--- config.mk ---
export PLATFORM = sky130hd
export DESIGN_NAME = meas_reader_flat
export DESIGN_NICKNAME = d
export VERILOG_FILES = /design/src/rtl/meas_reader_if.sv /design/src/rtl/meas_reader.sv /design/src/flat_wrapper.sv
export SDC_FILE = /design/constraint.sdc
export NUM_CORES = 1
export LEC_CHECK = 0
export BUFFER_PORTS_ARGS = -buffer_cell sky130_fd_sc_hd__buf_4
export CAP_MARGIN = 0
export CORE_MARGIN = 3
export CORE_UTILIZATION = 50
export CTS_BUF_LIST = sky130_fd_sc_hd__clkbuf_4
export DETAILED_ROUTE_END_ITERATION = 8
export GPL_TIMING_DRIVEN = 0
export HOLD_SLACK_MARGIN = 0.05
export PLACE_DENSITY_LB_ADDON = 0.12
export SYNTH_ARGS = -nofsm -noshare
export SYNTH_HDL_FRONTEND = slang
export SYNTH_SLANG_ARGS = --single-unit
--- constraint.sdc ---
create_clock -name clk_i -period 4.4 [get_ports clk_i]
set_input_delay 0.22 -clock clk_i [delete_from_list [all_inputs] [get_ports clk_i]]
set_output_delay 0.22 -clock clk_i [all_outputs]
set_load 0.01 [all_outputs]
--- src/rtl/meas_reader_if.sv ---
// Bus bundle for meas_reader: measurement write strobe/data, bus-side read
// request/response and FIFO/overflow status.
//   slave  : the meas_reader side (consumes requests, drives responses/status)
//   master : the requester side (drives requests, observes responses/status)
interface meas_reader_if #(
   parameter int unsigned DEPTH = 4
);
   localparam int unsigned LW = $clog2(DEPTH) + 1;

   logic          reg_wr_en_i;
   logic [63:0]   reg_wr_data_i;
   logic          rd_req_i;
   logic          rd_sel_i;
   logic          ovf_clr_i;
   logic [31:0]   rd_data_o;
   logic          rd_valid_o;
   logic          empty_o;
   logic          full_o;
   logic [LW-1:0] level_o;
   logic          ovf_o;
   logic [15:0]   drop_cnt_o;

   modport slave (
      input  reg_wr_en_i, reg_wr_data_i, rd_req_i, rd_sel_i, ovf_clr_i,
      output rd_data_o, rd_valid_o, empty_o, full_o, level_o, ovf_o, drop_cnt_o
   );

   modport master (
      output reg_wr_en_i, reg_wr_data_i, rd_req_i, rd_sel_i, ovf_clr_i,
      input  rd_data_o, rd_valid_o, empty_o, full_o, level_o, ovf_o, drop_cnt_o
   );
endinterface

--- src/rtl/meas_reader.sv ---
// Measurement result reader: buffers 64-bit results (reference count in the
// upper word, signal count in the lower word) in a DEPTH-entry FIFO and serves
// them to a 32-bit bus. A pop read returns the lower word and latches the upper
// word into a hold register, which a following held read returns.
// Ports:
//   clk_i   : system clock, rising edge
//   rst_n_i : asynchronous active-low reset
//   bus     : meas_reader_if slave modport (write, read, status signals)
module meas_reader #(
   parameter int unsigned DEPTH = 4
) (
   input  logic         clk_i,
   input  logic         rst_n_i,
   meas_reader_if.slave bus
);
   localparam int unsigned PW = $clog2(DEPTH);
   localparam int unsigned LW = PW + 1;
   localparam logic [PW-1:0] PtrOne = 1;
   localparam logic [LW-1:0] LvlFull = LW'(DEPTH);

   logic [63:0]   mem [DEPTH];
   logic [PW-1:0] head_q, head_d, tail_q, tail_d;
   logic [LW-1:0] level_q, level_d;
   logic          empty_q, full_q;
   logic [31:0]   hold_q, hold_d;
   logic [31:0]   rd_data_q, rd_data_d;
   logic          rd_valid_q;
   logic          ovf_q, ovf_d;
   logic [15:0]   drop_cnt_q, drop_cnt_d;

   logic pop_ok, push_ok, drop;
   logic [63:0] head_word;

   assign head_word = mem[head_q];

   // A pop in the same cycle frees a slot, so a full FIFO still accepts the push.
   always_comb begin
      pop_ok  = bus.rd_req_i & ~bus.rd_sel_i & ~empty_q;
      push_ok = bus.reg_wr_en_i & (~full_q | pop_ok);
      drop    = bus.reg_wr_en_i & full_q & ~pop_ok;
   end

   always_comb begin
      head_d     = head_q;
      tail_d     = tail_q;
      level_d    = level_q;
      hold_d     = hold_q;
      rd_data_d  = rd_data_q;
      ovf_d      = ovf_q;
      drop_cnt_d = drop_cnt_q;

      if (push_ok) tail_d = tail_q + PtrOne;
      if (pop_ok)  head_d = head_q + PtrOne;
      level_d = level_q + LW'(push_ok) - LW'(pop_ok);

      if (bus.rd_req_i) begin
         if (bus.rd_sel_i) begin
            rd_data_d = hold_q;
         end else if (empty_q) begin
            // Empty pop returns zero and clears the hold word; never bypasses a push.
            rd_data_d = 32'h0;
            hold_d    = 32'h0;
         end else begin
            rd_data_d = head_word[31:0];
            hold_d    = head_word[63:32];
         end
      end

      // A drop coincident with a clear leaves exactly one counted drop.
      if (drop) begin
         ovf_d = 1'b1;
         if (bus.ovf_clr_i)              drop_cnt_d = 16'd1;
         else if (drop_cnt_q != 16'hFFFF) drop_cnt_d = drop_cnt_q + 16'd1;
      end else if (bus.ovf_clr_i) begin
         ovf_d      = 1'b0;
         drop_cnt_d = 16'd0;
      end
   end

   always_ff @(posedge clk_i or negedge rst_n_i) begin
      if (!rst_n_i) begin
         head_q     <= '0;
         tail_q     <= '0;
         level_q    <= '0;
         empty_q    <= 1'b1;
         full_q     <= 1'b0;
         hold_q     <= '0;
         rd_data_q  <= '0;
         rd_valid_q <= 1'b0;
         ovf_q      <= 1'b0;
         drop_cnt_q <= '0;
      end else begin
         head_q     <= head_d;
         tail_q     <= tail_d;
         level_q    <= level_d;
         empty_q    <= (level_d == '0);
         full_q     <= (level_d == LvlFull);
         hold_q     <= hold_d;
         rd_data_q  <= rd_data_d;
         rd_valid_q <= bus.rd_req_i;
         ovf_q      <= ovf_d;
         drop_cnt_q <= drop_cnt_d;
      end
   end

   // Storage is not reset; entries are only read after being written.
   always_ff @(posedge clk_i) begin
      if (push_ok) mem[tail_q] <= bus.reg_wr_data_i;
   end

   assign bus.rd_data_o  = rd_data_q;
   assign bus.rd_valid_o = rd_valid_q;
   assign bus.empty_o    = empty_q;
   assign bus.full_o     = full_q;
   assign bus.level_o    = level_q;
   assign bus.ovf_o      = ovf_q;
   assign bus.drop_cnt_o = drop_cnt_q;
endmodule

--- src/flat_wrapper.sv ---
// flat-port wrapper written by rule: the top's interface ports become plain ports
module meas_reader_flat 
#(
   parameter int unsigned DEPTH = 4
)
  (clk_i, rst_n_i, bus_reg_wr_en_i, bus_reg_wr_data_i, bus_rd_req_i, bus_rd_sel_i, bus_ovf_clr_i, bus_rd_data_o, bus_rd_valid_o, bus_empty_o, bus_full_o, bus_level_o, bus_ovf_o, bus_drop_cnt_o);
  meas_reader_if #(.DEPTH(DEPTH)) bus_i ();
  input  logic clk_i;
  input  logic rst_n_i;
  input wire logic [$bits(bus_i.reg_wr_en_i)-1:0] bus_reg_wr_en_i;
  input wire logic [$bits(bus_i.reg_wr_data_i)-1:0] bus_reg_wr_data_i;
  input wire logic [$bits(bus_i.rd_req_i)-1:0] bus_rd_req_i;
  input wire logic [$bits(bus_i.rd_sel_i)-1:0] bus_rd_sel_i;
  input wire logic [$bits(bus_i.ovf_clr_i)-1:0] bus_ovf_clr_i;
  output wire logic [$bits(bus_i.rd_data_o)-1:0] bus_rd_data_o;
  output wire logic [$bits(bus_i.rd_valid_o)-1:0] bus_rd_valid_o;
  output wire logic [$bits(bus_i.empty_o)-1:0] bus_empty_o;
  output wire logic [$bits(bus_i.full_o)-1:0] bus_full_o;
  output wire logic [$bits(bus_i.level_o)-1:0] bus_level_o;
  output wire logic [$bits(bus_i.ovf_o)-1:0] bus_ovf_o;
  output wire logic [$bits(bus_i.drop_cnt_o)-1:0] bus_drop_cnt_o;
  assign bus_i.reg_wr_en_i = bus_reg_wr_en_i;
  assign bus_i.reg_wr_data_i = bus_reg_wr_data_i;
  assign bus_i.rd_req_i = bus_rd_req_i;
  assign bus_i.rd_sel_i = bus_rd_sel_i;
  assign bus_i.ovf_clr_i = bus_ovf_clr_i;
  assign bus_rd_data_o = bus_i.rd_data_o;
  assign bus_rd_valid_o = bus_i.rd_valid_o;
  assign bus_empty_o = bus_i.empty_o;
  assign bus_full_o = bus_i.full_o;
  assign bus_level_o = bus_i.level_o;
  assign bus_ovf_o = bus_i.ovf_o;
  assign bus_drop_cnt_o = bus_i.drop_cnt_o;
  meas_reader #(.DEPTH(DEPTH)) u_core (.clk_i(clk_i), .rst_n_i(rst_n_i), .bus(bus_i));
endmodule
== Word-level counts from Yosys, hierarchy flattened ==
Memory sizes are Yosys's and may differ from the RTL's.
Index checks and enable logic that the tools add are counted.

* Output and inout port bits: 55
* Word-level logic and storage cells: 44
* Input bits: 70
* Bits in writable memories: 256
* Memories kept: 1
* Bits in registers: 91

{| class="wikitable"
|+ Memory list
! name !! depth !! bits a word !! rd ports !! clocked after Yosys merged registers in !! write ports !! RTL line !! source
|-
| u_core.mem || 4 || 64 || 1 || 0 || 1 || meas_reader.sv:21 || <nowiki>logic [63:0] mem [DEPTH];</nowiki>
|}

* Add/subtract/negate cells: 5
* Muxes and demuxes: 11
* Reduce and logical (&&, ||, !) cells: 5
* Bitwise gates (word level): 10
* Equal/unequal tests: 2

{| class="wikitable"
|+ Operators with widths
! operator !! count
|-
| 2-to-1 mux 32 bit || 3
|-
| 2-to-1 mux 16 bit || 4
|-
| adder 16 x 1 -> 16 bit (second input constant) || 1
|-
| != test 16 bit (second input constant) || 1
|-
| AND 1 bit || 5
|-
| adder 2 x 1 -> 2 bit (second input constant) || 2
|-
| 2-to-1 mux 1 bit || 4
|-
| NOT 1 bit || 4
|-
| AND reduction 2 bit || 2
|-
| nonzero test 2 bit || 2
|-
| adder 3 x 1 -> 3 bit || 1
|-
| equality test 3 bit (second input constant) || 1
|-
| logical NOT 3 bit || 1
|-
| subtractor 3 x 1 -> 3 bit || 1
|-
| bitwise OR 1 bit || 1
|}

== Logic depth before layout (Yosys ltp) ==
Gate-level depths: netlist of the first run.

* Depth in word-level cells: 8
* Gate-level depth with buffers: 12
* Gate-level depth less buffers: 9

== Worst setup path before layout of the first run ==
OpenSTA, ideal clock, no wires.

* Kind: input to register
* Start point: input port bus_rd_sel_i
* End point: memory u_core.mem[0][0], enable pin
* Buffers on the path: 2
* Cell stages on the path: 5
* Arrival time: 2687 ps
* Slack: 1284 ps
* Setup time: 429 ps
* Required time: 3971 ps
* Cells stage by stage: buf_4 > or3b_1 > buf_4 > a21boi_2 > and2_1

* Word-level cells in the longest chain between the ends: 7

{| class="wikitable"
|+ RTL lines
! what !! RTL line !! source
|-
| from (decl) || flat_wrapper.sv:13 || <nowiki>input wire logic [$bits(bus_i.rd_sel_i)-1:0] bus_rd_sel_i;</nowiki>
|-
| NOT 1 bit || meas_reader.sv:38 || <nowiki>pop_ok = bus.rd_req_i & ~bus.rd_sel_i & ~empty_q;</nowiki>
|-
| AND 1 bit (2 in a row) || meas_reader.sv:38 ||
|-
| bitwise OR 1 bit || meas_reader.sv:39 || <nowiki>push_ok = bus.reg_wr_en_i & (~full_q | pop_ok);</nowiki>
|-
| AND 1 bit || meas_reader.sv:39 ||
|-
| via u_core.push_ok || meas_reader.sv:31 || <nowiki>logic pop_ok, push_ok, drop;</nowiki>
|-
| 2-to-1 mux 1 bit || meas_reader.sv:108 || <nowiki>if (push_ok) mem[tail_q] <= bus.reg_wr_data_i;</nowiki>
|-
| 2-to-1 mux 1 bit (not written as such) || meas_reader.sv:108 ||
|-
| to (decl) || meas_reader.sv:21 ||
|}

The timed path passes the listed nets, and every way through them passes these cells.

== Worst setup path after layout of the first run ==
* Start point: register u_core.empty_q, in the netlist u_core.bus.empty_o
* End point: register u_core.full_q, in the netlist u_core.bus.full_o

* Word-level cells in the longest chain between the ends: 7

{| class="wikitable"
|+ RTL lines
! what !! RTL line !! source
|-
| from (decl) || meas_reader.sv:24 || <nowiki>logic empty_q, full_q;</nowiki>
|-
| from (signal assigned) || meas_reader.sv:96 || <nowiki>empty_q <= (level_d == '0);</nowiki>
|-
| NOT 1 bit (*) || meas_reader.sv:38 ||
|-
| AND 1 bit (*) || meas_reader.sv:38 ||
|-
| via u_core.pop_ok || meas_reader.sv:31 ||
|-
| bitwise OR 1 bit || meas_reader.sv:39 ||
|-
| AND 1 bit || meas_reader.sv:39 ||
|-
| adder 3 x 1 -> 3 bit || meas_reader.sv:54 || <nowiki>level_d = level_q + LW'(push_ok) - LW'(pop_ok);</nowiki>
|-
| subtractor 3 x 1 -> 3 bit (*) || meas_reader.sv:54 ||
|-
| via u_core.level_d[2] || meas_reader.sv:23 || <nowiki>logic [LW-1:0] level_q, level_d;</nowiki>
|-
| equality test 3 bit (*) || meas_reader.sv:97 || <nowiki>full_q <= (level_d == LvlFull);</nowiki>
|-
| to (signal assigned) || meas_reader.sv:97 ||
|-
| to (decl) || meas_reader.sv:24 ||
|}

The timed path passes the listed nets; every way through them passes the cells marked *.
A chain may end at the register's enable or synchronous reset.

==> results of run 1 <==
==> logic make-up after synthesis <==
kind of cell / after synthesis / share of synthesized area (%)
AOI/OAI and AO/OA: 135 / 7.36
xor gates and xnor gates: 5 / 0.332
adders and majority gates: 8 / 0.815
buffers and inverters: 55 / 1.84
DFF: 347 / 75.5
muxes: 64 / 10.9
and+or+nand+nor: 87 / 3.22
==> worst max-delay path: stages, from the launching register on <==
cell and delay, ns:
dfstp_2 0.38, or3b_1 0.34, buf_4 0.17, inv_4 0.14
buf_2 0.31, ha_1 0.29, inv_1 0.06, ha_1 0.13
inv_1 0.06, fa_1 0.38, xnor2_1 0.27, nor3b_1 0.22
==> path summary, 6_finish.rpt <==
path	start	endpoint	slack [ns]
min in group asynchronous	rst_n_i	u_core.hold_q[13]	0.58
max in group asynchronous	rst_n_i	u_core.bus.empty_o	3.11
min reg2reg	u_core.bus.ovf_o	u_core.bus.ovf_o	0.49
max reg2reg	u_core.bus.empty_o	u_core.bus.full_o	1.56
min	bus_rd_req_i	u_core.bus.rd_valid_o	0.26
max	u_core.bus.empty_o	u_core.bus.full_o	1.56
==> layout by cell type, fill, tap and decap left out, types with 3 or more instances in the layout <==
master,synthesis,final
edfxtp_1,256,256
clkbuf_4,0,130
buf_4,3,126
dfrtp_1,90,90
dlygate4sd3_1,0,71
mux4_2,64,64
nor2_1,38,38
a21oi_1,35,35
a22o_1,32,32
a22oi_1,32,32
clkbuf_1,22,22
clkinv_1,0,17
inv_1,14,14
nand2_1,13,13
buf_2,12,12
a31oi_1,11,11
ha_1,7,7
and3_1,6,6
o21ai_0,6,6
nand3_1,6,6
xnor2_1,5,5
nand4_1,5,5
buf_16,0,5
and2_4,0,4
or3_1,4,4
a41oi_1,3,3
and4_1,3,3
a21o_1,3,3
==> cell usage after synthesis (all sizes together), types with 5 or more instances <==
cell type	n	share of area, %
dfrtp	90	17
ha	7	0.66
a21oi	35	1.3
a22oi	32	1.8
buf	18	0.77
edfxtp	256	58
nor2	38	1.1
a31oi	11	0.52
and2	5	0.24
o21ai	7	0.27
nand3	6	0.23
xnor2	5	0.33
inv	15	0.45
a22o	32	2.1
and3	6	0.28
clkbuf	22	0.63
nand4	5	0.24
mux4	64	11
nand2	13	0.37
==> cell type report <==
type,instances,area (sq um)
diodes,1,2.50
plain buffers,40,184
clock buffers,130,976
clock inverters,25,140
fillers,1867,9030
inverters,15,58.8
multi-input cells,299,3000
flip-flops and latches,347,9970
well taps,330,413
repair buffers,199,1770
==> registers in the layout, summed over array words and instances (netlist names) <==
name,flops
u_core.mem,256
u_core.bus.rd_data_o,32
u_core.hold_q,32
u_core.bus.drop_cnt_o,16
u_core.bus.level_o,3
u_core.head_q,2
u_core.tail_q,2
u_core.bus.empty_o,1
u_core.bus.full_o,1
u_core.bus.ovf_o,1
u_core.bus.rd_valid_o,1
==> metal layers <==
layer  vias to the layer above  GRT usage [%]  part of all wire [%]
met4                         0           6.37                   1.7
met3                        41           4.18                   6.2
met5                         -              0                     0
li1                       3473              -                     -
met2                       289           32.7                    49
met1                      3931           28.8                    43
==> power breakdown <==
group / switching (mW) / internal [mW] / total, mW / leakage, nW
sequential: 0.280 / 4.29 / 4.57 / 3.47
clock: 1.21 / 1.42 / 2.63 / 0.664
combinational: 1.23 / 1.22 / 2.45 / 2.08
==> stage by stage <==
| step | worst slack, ns | power, mW | hold slack, ns | cell area (sq um) |
|---|---|---|---|---|
| 2_1_floorplan | 1.28 | 6.17 | -0.0756 | 13200 |
| 3_3_place_gp | -0.102 | 6.98 | 0.373 | 14500 |
| 3_5_place_dp | 1.51 | 7.08 | 0.380 | 14700 |
| 4_1_cts | 1.55 | 9.80 | 0.190 | 16500 |
| 5_1_grt | 1.41 | 10.2 | 0.206 | 16500 |
| 6_report | 1.56 | 9.65 | 0.256 | 16500 |
==> impl_metrics.py, run 1 <==
metrics = {
    "clocking": {
        "cts_buffer_depth": 3,
        "cts_tree": "done",
        "post_cts_resized": 0,
        "cts_buffers": 86,
        "cts_setup_buffers": 0,
        "cts_root_buf": "clkbuf_4",
        "insertion_delay_ns": 0.68,
        "clkTransAtPathRegs_ns": 0.06,
        "hold_buffers": 70,
        "h-tree-depth": 3,
        "clock_sinks": 347,
    },
    "die": {
        "initial_core_util_pct": 51.7,
        "io_pins": 125,
        "rows": 58,
        "core_region_area_sq_um": 25500,
        "die_w_um": 168,
        "die_area_sq_um": 28400,
        "die_height_um": 168,
    },
    "routing": {
        "vias": 7734,
        "drtIter0Drc": 586,
        "drt-total-wl_mm": 28.3,
        "drc": 0,
        "first_pass_iters": 5,
        "final_antenna_net_count": 0,
        "avgRoutedWirePerCell_um": 20.4,
        "vias_per_cell": 5.58,
    },
    "place": {
        "place_hpwl_mm": 17.1,
        "gp_congestion": 0.818,
        "numPortBuffers": 123,
        "dp_cells": 1158,
    },
    "logic_synthesis": {
        "syn_inst": 701,
        "ys.flop_type": "edfxtp_1",
        "async_flop_share_pct": 26.2,
        "synth_cell_types": 44,
        "syn-mean-instance-area_sq_um": 18.8,
        "synth-seq-cells": 347,
        "syn_area_sq_um": 13200,
        "syn-num-nets": 779,
        "yosys_warnings": 0,
        "synth-edff-count": 256,
        "ys_seq_area_share_pct": 75.5,
    },
    "hold_path": {
        "min_path_type": "in2reg",
        "worst_hold_path.num_cells": 2,
    },
    "sta": {
        "max_freq_ghz": 0.352,
        "period_needed_ns": 2.84,
        "tns_ns": 0,
        "fin_skew_ns": 0.0451,
        "rsz0062_at_grt": "false",
        "tightest_slew_ns": 0.745,
        "drv_slew": 0,
        "finalCritPeriodShare_pct": 64.6,
        "finalSetupViolCount": 0,
        "hold_viol": 0,
        "slew-limit-headroom_pct": 50.3,
    },
    "pwr": {
        "powerDensity_nw_per_um2": 584,
        "p_leak_nw": 6.22,
        "peakVddDrop_v": 0.000315,
    },
    "layout": {
        "final_cells": 1386,
        "finish.utilization_pct": 64.6,
        "area_growth_pct": 25.1,
        "drive_above_1_share_pct": 34.0,
        "fin_nets": 1066,
    },
    "worst_setup_path": {
        "arrival_ns": 3.42,
        "crit_type": "reg2reg",
        "crit_fanout": 10,
        "end_kind": "flip-flop",
        "reg2reg_depth": 11,
        "crit_path_start_kind": "flip-flop",
        "crit_required_ns": 4.98,
    },
    "global_route": {
        "grt_antenna_before_repair": 1,
        "track_usage_pct": 20.4,
        "grt_max_degree": 92,
        "grt.overflow.total": 0,
        "grt_pass1_vias": 8149,
        "grt_pass1_wl_mm": 44.9,
    },
    "run_status": {
        "status": "finished clean",
    },
    "job": {
        "maxCapViolCount": 0,
    },
}
Power figures use the tool's default switching activity.
==> run 2: changes to the inputs <==
==> constraint.sdc (replaced) <==
create_clock -name clk_i -period 2.45 [get_ports clk_i]
set_input_delay 0.1225 -clock clk_i [delete_from_list [all_inputs] [get_ports clk_i]]
set_output_delay 0.1225 -clock clk_i [all_outputs]
set_load 0.01 [all_outputs]
==> run 2 against run 1 <==
Largest cell class unchanged. Maximum frequency increased by 22%. Die area did not move. Combinational power grew 84%.
==> impl_metrics.py, run 2 (synthesized netlist as in run 1, its figures left out) <==
metrics = {
    "routing": {
        "drtIter0Drc": 618,
        "vias": 7721,
        "top_layer_used": "met4",
        "wl_met1_mm": 12.2,
        "drc": 0,
        "wl_met2_mm": 13.7,
        "avgRoutedWirePerCell_um": 20.2,
        "final_antenna_net_count": 0,
        "vias_per_cell": 5.54,
        "first_pass_iters": 7,
        "met3_length_mm": 1.93,
        "drt-total-wl_mm": 28.2,
    },
    "pwr": {
        "p_clk_share_pct": 28.1,
        "powerDensity_nw_per_um2": 1070,
        "power_frac_seq_pct": 46.4,
        "p_int_mw": 12.8,
        "p_leak_nw": 6.29,
        "peakVddDrop_v": 0.000723,
        "p_sw_share_pct": 27.9,
        "p_comb_share_pct": 25.6,
        "power_mw": 17.7,
        "p_switching_mw": 4.94,
    },
    "die": {
        "die_height_um": 168,
        "die_w_um": 168,
        "die_area_sq_um": 28400,
        "io_pins": 125,
        "initial_core_util_pct": 51.7,
        "rows": 58,
        "core_region_area_sq_um": 25500,
    },
    "run_status": {
        "status": "finished clean",
    },
    "clocking": {
        "cts_tree": "done",
        "clkTransAtPathRegs_ns": 0.07,
        "h-tree-depth": 3,
        "insertion_delay_ns": 0.71,
        "cts_buffers": 87,
        "cts_buffer_depth": 3,
        "cts_root_buf": "clkbuf_4",
        "clock_sinks": 347,
    },
    "hold_path": {
        "min_path_type": "in2reg",
    },
    "layout": {
        "top_register": "u_core.mem",
        "area_growth_pct": 25.8,
        "drive_above_1_share_pct": 36.0,
        "largest_reg_flops": 256,
        "mostFrequentLayoutCells": "edfxtp_1, clkbuf_4, buf_4, dfrtp_1, dlygate4sd3_1",
        "fin_nets": 1068,
        "layout_commonest_cell": "edfxtp_1",
        "finalInstanceArea_sq_um": 16600,
    },
    "place": {
        "place_hpwl_mm": 17.2,
        "placed_cell_area_sq_um": 14700,
        "gp_congestion": 0.806,
        "numPortBuffers": 123,
    },
    "sta": {
        "fin_skew_ns": 0.0422,
        "tightest_slew_ns": 1.20,
        "max_freq_ghz": 0.429,
        "drv_slew": 0,
        "rsz0062_at_grt": "false",
        "hold_viol": 0,
        "finalCritPeriodShare_pct": 95.3,
        "finalSetupViolCount": 0,
        "period_needed_ns": 2.33,
        "tns_ns": 0,
        "slew-limit-headroom_pct": 20.1,
    },
    "global_route": {
        "grt_pass1_wl_mm": 44.4,
        "grt_antenna_before_repair": 1,
        "grt_pass1_vias": 8026,
        "track_usage_pct": 20.4,
        "grt_max_degree": 92,
        "grt.overflow.total": 0,
    },
    "worst_setup_path": {
        "crit_path_start_kind": "flip-flop",
        "cp_slowest_stage_delay_ns": 0.39,
        "cp_slowest_cell": "dfstp_2",
        "worstPathCellList": "or3b_1, buf_6, inv_12, ha_1, inv_1, ha_1, inv_1, fa_2, xnor2_2, nor3b_2",
        "rrSetupSlack_ns": 0.12,
        "crit_type": "reg2reg",
        "crit_required_ns": 3.04,
        "end_kind": "flip-flop",
        "arrival_ns": 2.92,
        "crit_fanout": 6,
    },
    "job": {
        "maxCapViolCount": 0,
    },
}
run 2: cell types whose count changed in the layout (fill, tap and decap cells not counted), sizes merged:
cell,previous run,this run
bufinv,1,0
clkinv,20,5
clkbuf,152,176
inv,18,16
dlygate4sd3,71,70
buf,146,148
run 2: power groups by stage:
| stage | clock network [mW] | registers (mW) | logic (mW) |
|---|---|---|---|
| 2_1_floorplan | 0 | 8.26 | 2.78 |
| 3_5_place_dp | 0 | 8.32 | 4.41 |
| 6_report | 4.97 | 8.20 | 4.52 |
| 4_1_cts | 5.12 | 8.21 | 4.55 |
| 3_3_place_gp | 0 | 8.29 | 4.20 |
| 5_1_grt | 5.46 | 8.32 | 4.93 |
run 2: final cells by class:
type                       count  area [sq um]
clock buffer                 154          1160
multi-input combinational    299          3020
sequential                   347          9970
clock inverter                 7          30.0
fill                        1825          8940
inverter                      15          68.8
timing repair buffer         201          1760
antenna                        1          2.50
tap                          330           413
buffer                        39           183
run 2: what timing repair did:
action                                  CTS  global route
endpoints found under the setup margin    4             2
hold buffers                             70             0
buffers inserted                          0             4
pin swaps                                 1             1
gates cloned                              0             0
hold endpoints to repair                373             0
gates resized for setup                   5             3
run 2: worst paths after layout:
kind / startpoint / to / cells past startpoint
worst max register to register: u_core.bus.empty_o / u_core.bus.full_o / 10
worst min-delay path: bus_rd_req_i / u_core.bus.rd_valid_o / 2
worst max-delay path: u_core.bus.empty_o / u_core.bus.full_o / 10
max in group asynchronous: rst_n_i / u_core.bus.rd_data_o[25] / 2
worst min register to register: u_core.hold_q[9] / u_core.hold_q[9] / 1
min in group asynchronous: rst_n_i / u_core.bus.rd_data_o[14] / 2
run 2: layer usage:
layer  vias up  GRT usage, %
met5         -             0
met3        49          5.35
met4         0          6.47
met1      3892          28.0
met2       294          32.5
li1       3486             -
run 2: metrics by stage:
| step | util [%] | hold WS [ns] | instances | setup WS, ns |
|---|---|---|---|---|
| 6_report | 65.0 | 0.164 | 1393 | 0.116 |
| 5_1_grt | 65.0 | 0.105 | 1393 | 0.0305 |
| 4_1_cts | 64.8 | 0.104 | 1388 | 0.00355 |
| 3_5_place_dp | 57.4 | 0.276 | 1158 | -0.367 |
| 3_3_place_gp | 56.9 | 0.274 | 1154 | -0.702 |
| 2_1_floorplan | - | -0.173 | 701 | 0.0259 |
run 2: critical path, delay by kind of cell (launching register included):
family	cells	cell delay (ns)
XOR/XNOR	1	0.23
buffers and inverters	4	0.35
AND/OR/NAND/NOR	2	0.57
flip-flops	1	0.39
adder cells (fa/ha/maj)	3	0.72
==> run 3: changes to the inputs <==
--- a/config.mk
+++ b/config.mk
@@ -14,6 +14,7 @@
 export GPL_TIMING_DRIVEN = 0
 export HOLD_SLACK_MARGIN = 0.05
 export PLACE_DENSITY_LB_ADDON = 0.12
+export RECOVER_POWER = 25
 export SYNTH_ARGS = -nofsm -noshare
 export SYNTH_HDL_FRONTEND = slang
 export SYNTH_SLANG_ARGS = --single-unit
==> run 3 against run 2 <==
Core utilization fell by 0.78 points. Count of clock-buffer cells in the layout is the same. Combinational power shrank 0.9%. Highest routed layer unchanged. Largest power group unchanged. Register-to-register slack is essentially flat. Largest cell class unchanged. Global-route usage did not move. Final cell count stayed put.
==> impl_metrics.py, run 3 (synthesized netlist as in run 1, its figures left out) <==
metrics = {
    "run_status": {
        "status": "finished clean",
    },
    "worst_setup_path": {
        "crit_type": "reg2reg",
        "arrival_ns": 2.92,
        "reg2reg_depth": 10,
        "crit_path_start_kind": "flip-flop",
        "startpoint": "u_core.bus.empty_o",
        "end_kind": "flip-flop",
        "crit_required_ns": 3.04,
        "rr_startpoint": "u_core.bus.empty_o",
        "crit_fanout": 6,
    },
    "layout": {
        "fin_nets": 1068,
        "final_cells": 1393,
        "area_growth_pct": 24.3,
        "layout_commonest_cell": "edfxtp_1",
        "register_area_sq_um": 9970,
        "top_register": "u_core.mem",
        "multi_input_area_sq_um": 3020,
        "nFillCells": 1885,
        "drive_above_1_share_pct": 31.0,
        "largest_reg_flops": 256,
        "mostFrequentLayoutCells": "edfxtp_1, clkbuf_4, dfrtp_1, buf_4, clkbuf_1",
        "finish.utilization_pct": 64.2,
    },
    "place": {
        "dp_cells": 1158,
        "place_hpwl_mm": 17.2,
        "gp_congestion": 0.806,
        "pre_cts_ws_ns": -0.367,
        "numPortBuffers": 123,
    },
    "sta": {
        "max_freq_ghz": 0.429,
        "tightest_slew_ns": 1.19,
        "finalCritPeriodShare_pct": 95.2,
        "drv_slew": 0,
        "rsz0062_at_grt": "false",
        "finalSetupViolCount": 0,
        "slew-limit-headroom_pct": 20.4,
        "fin_ws_ns": 0.117,
        "hold_viol": 0,
        "fin_skew_ns": 0.0453,
        "period_needed_ns": 2.33,
    },
    "die": {
        "die_w_um": 168,
        "initial_core_util_pct": 51.7,
        "rows": 58,
        "io_pins": 125,
        "core_region_area_sq_um": 25500,
        "die_height_um": 168,
        "die_area_sq_um": 28400,
    },
    "clocking": {
        "cts_root_buf": "clkbuf_4",
        "cts_buffers": 87,
        "clkTransAtPathRegs_ns": 0.07,
        "cts_tree": "done",
        "insertion_delay_ns": 0.71,
        "clock_sinks": 347,
        "cts_buffer_depth": 3,
        "h-tree-depth": 3,
    },
    "global_route": {
        "grt_pass1_vias": 8026,
        "track_usage_pct": 20.4,
        "grt.overflow.total": 0,
        "grt_max_degree": 92,
        "grt_antenna_before_repair": 1,
        "grt_pass1_wl_mm": 44.4,
    },
    "hold_path": {
        "worst_hold_path.num_cells": 2,
        "min_path_type": "in2reg",
        "hp-start": "bus_reg_wr_data_i[7]",
    },
    "pwr": {
        "p_leak_nw": 6.10,
        "peakVddDrop_v": 0.000721,
        "powerDensity_nw_per_um2": 1080,
    },
    "routing": {
        "vias": 7727,
        "drtIter0Drc": 556,
        "vias_per_cell": 5.55,
        "final_antenna_net_count": 0,
        "drt-total-wl_mm": 28.2,
        "drc": 0,
        "first_pass_iters": 5,
        "avgRoutedWirePerCell_um": 20.3,
    },
    "job": {
        "maxCapViolCount": 0,
    },
}
[run 3: cell types whose count changed in the layout (fill, tap and decap cells not counted)]
| cell | change |
|---|---|
| buf_4 | -53 |
| clkbuf_1 | +53 |
[run 3: where the power goes]
| part | leakage [nW] | internal [mW] | switching (mW) |
|---|---|---|---|
| combinational | 1.90 | 2.22 | 2.26 |
| clock | 0.721 | 2.79 | 2.18 |
| sequential | 3.47 | 7.70 | 0.499 |
[run 3: critical path, stage by stage (launching register included)]
cell and delay, ns:
dfstp_2 0.39, or3b_1 0.36, buf_6 0.16, inv_12 0.07, ha_1 0.23, inv_1 0.07
ha_1 0.14, inv_1 0.05, fa_2 0.35, xnor2_2 0.23, nor3b_2 0.21
[run 3: final cells by class]
class / count / share of cell area, %
inverters: 15 / 0.419
clock buffers: 154 / 7.05
well taps: 330 / 2.52
clock inverters: 7 / 0.183
multi-input cells: 299 / 18.4
flip-flops and latches: 347 / 60.7
plain buffers: 39 / 1.11
diodes: 1 / 0.0153
repair buffers: 201 / 9.54
[run 3: final timing paths]
check	to	slack [ns]
worst max-delay path	u_core.bus.full_o	0.12
worst min-delay path	u_core.mem[0][7]	0.20
worst max register to register	u_core.bus.full_o	0.12
worst min register to register	u_core.hold_q[13]	0.51
max in group asynchronous	u_core.bus.rd_data_o[25]	1.45
min in group asynchronous	u_core.bus.rd_data_o[14]	0.22
[run 3: per-layer routing]
layer / global-route usage [%] / wire [um]
met3: 5.35 / 1940
met4: 6.47 / 405
met5: 0 / 0
met1: 28.0 / 12200
met2: 32.5 / 13700
[run 3: timing repair]
action | CTS | global route
pin swaps | 1 | 1
gates resized for setup | 5 | 3
hold endpoints to repair | 373 | 0
setup endpoints to repair | 4 | 2
hold buffers | 70 | 0
buffers inserted | 0 | 4
[run 3: through the flow]
stage	setup TNS [ns]	power [mW]	hold WS, ns	instance area (sq um)
global route	0	18.7	0.170	16400
floorplan	0	11.0	-0.173	13200
CTS	0	17.9	0.104	16600
finish	0	17.7	0.198	16400
detailed placement	-0.883	12.7	0.276	14700
global placement	-177.01	12.5	0.274	14500
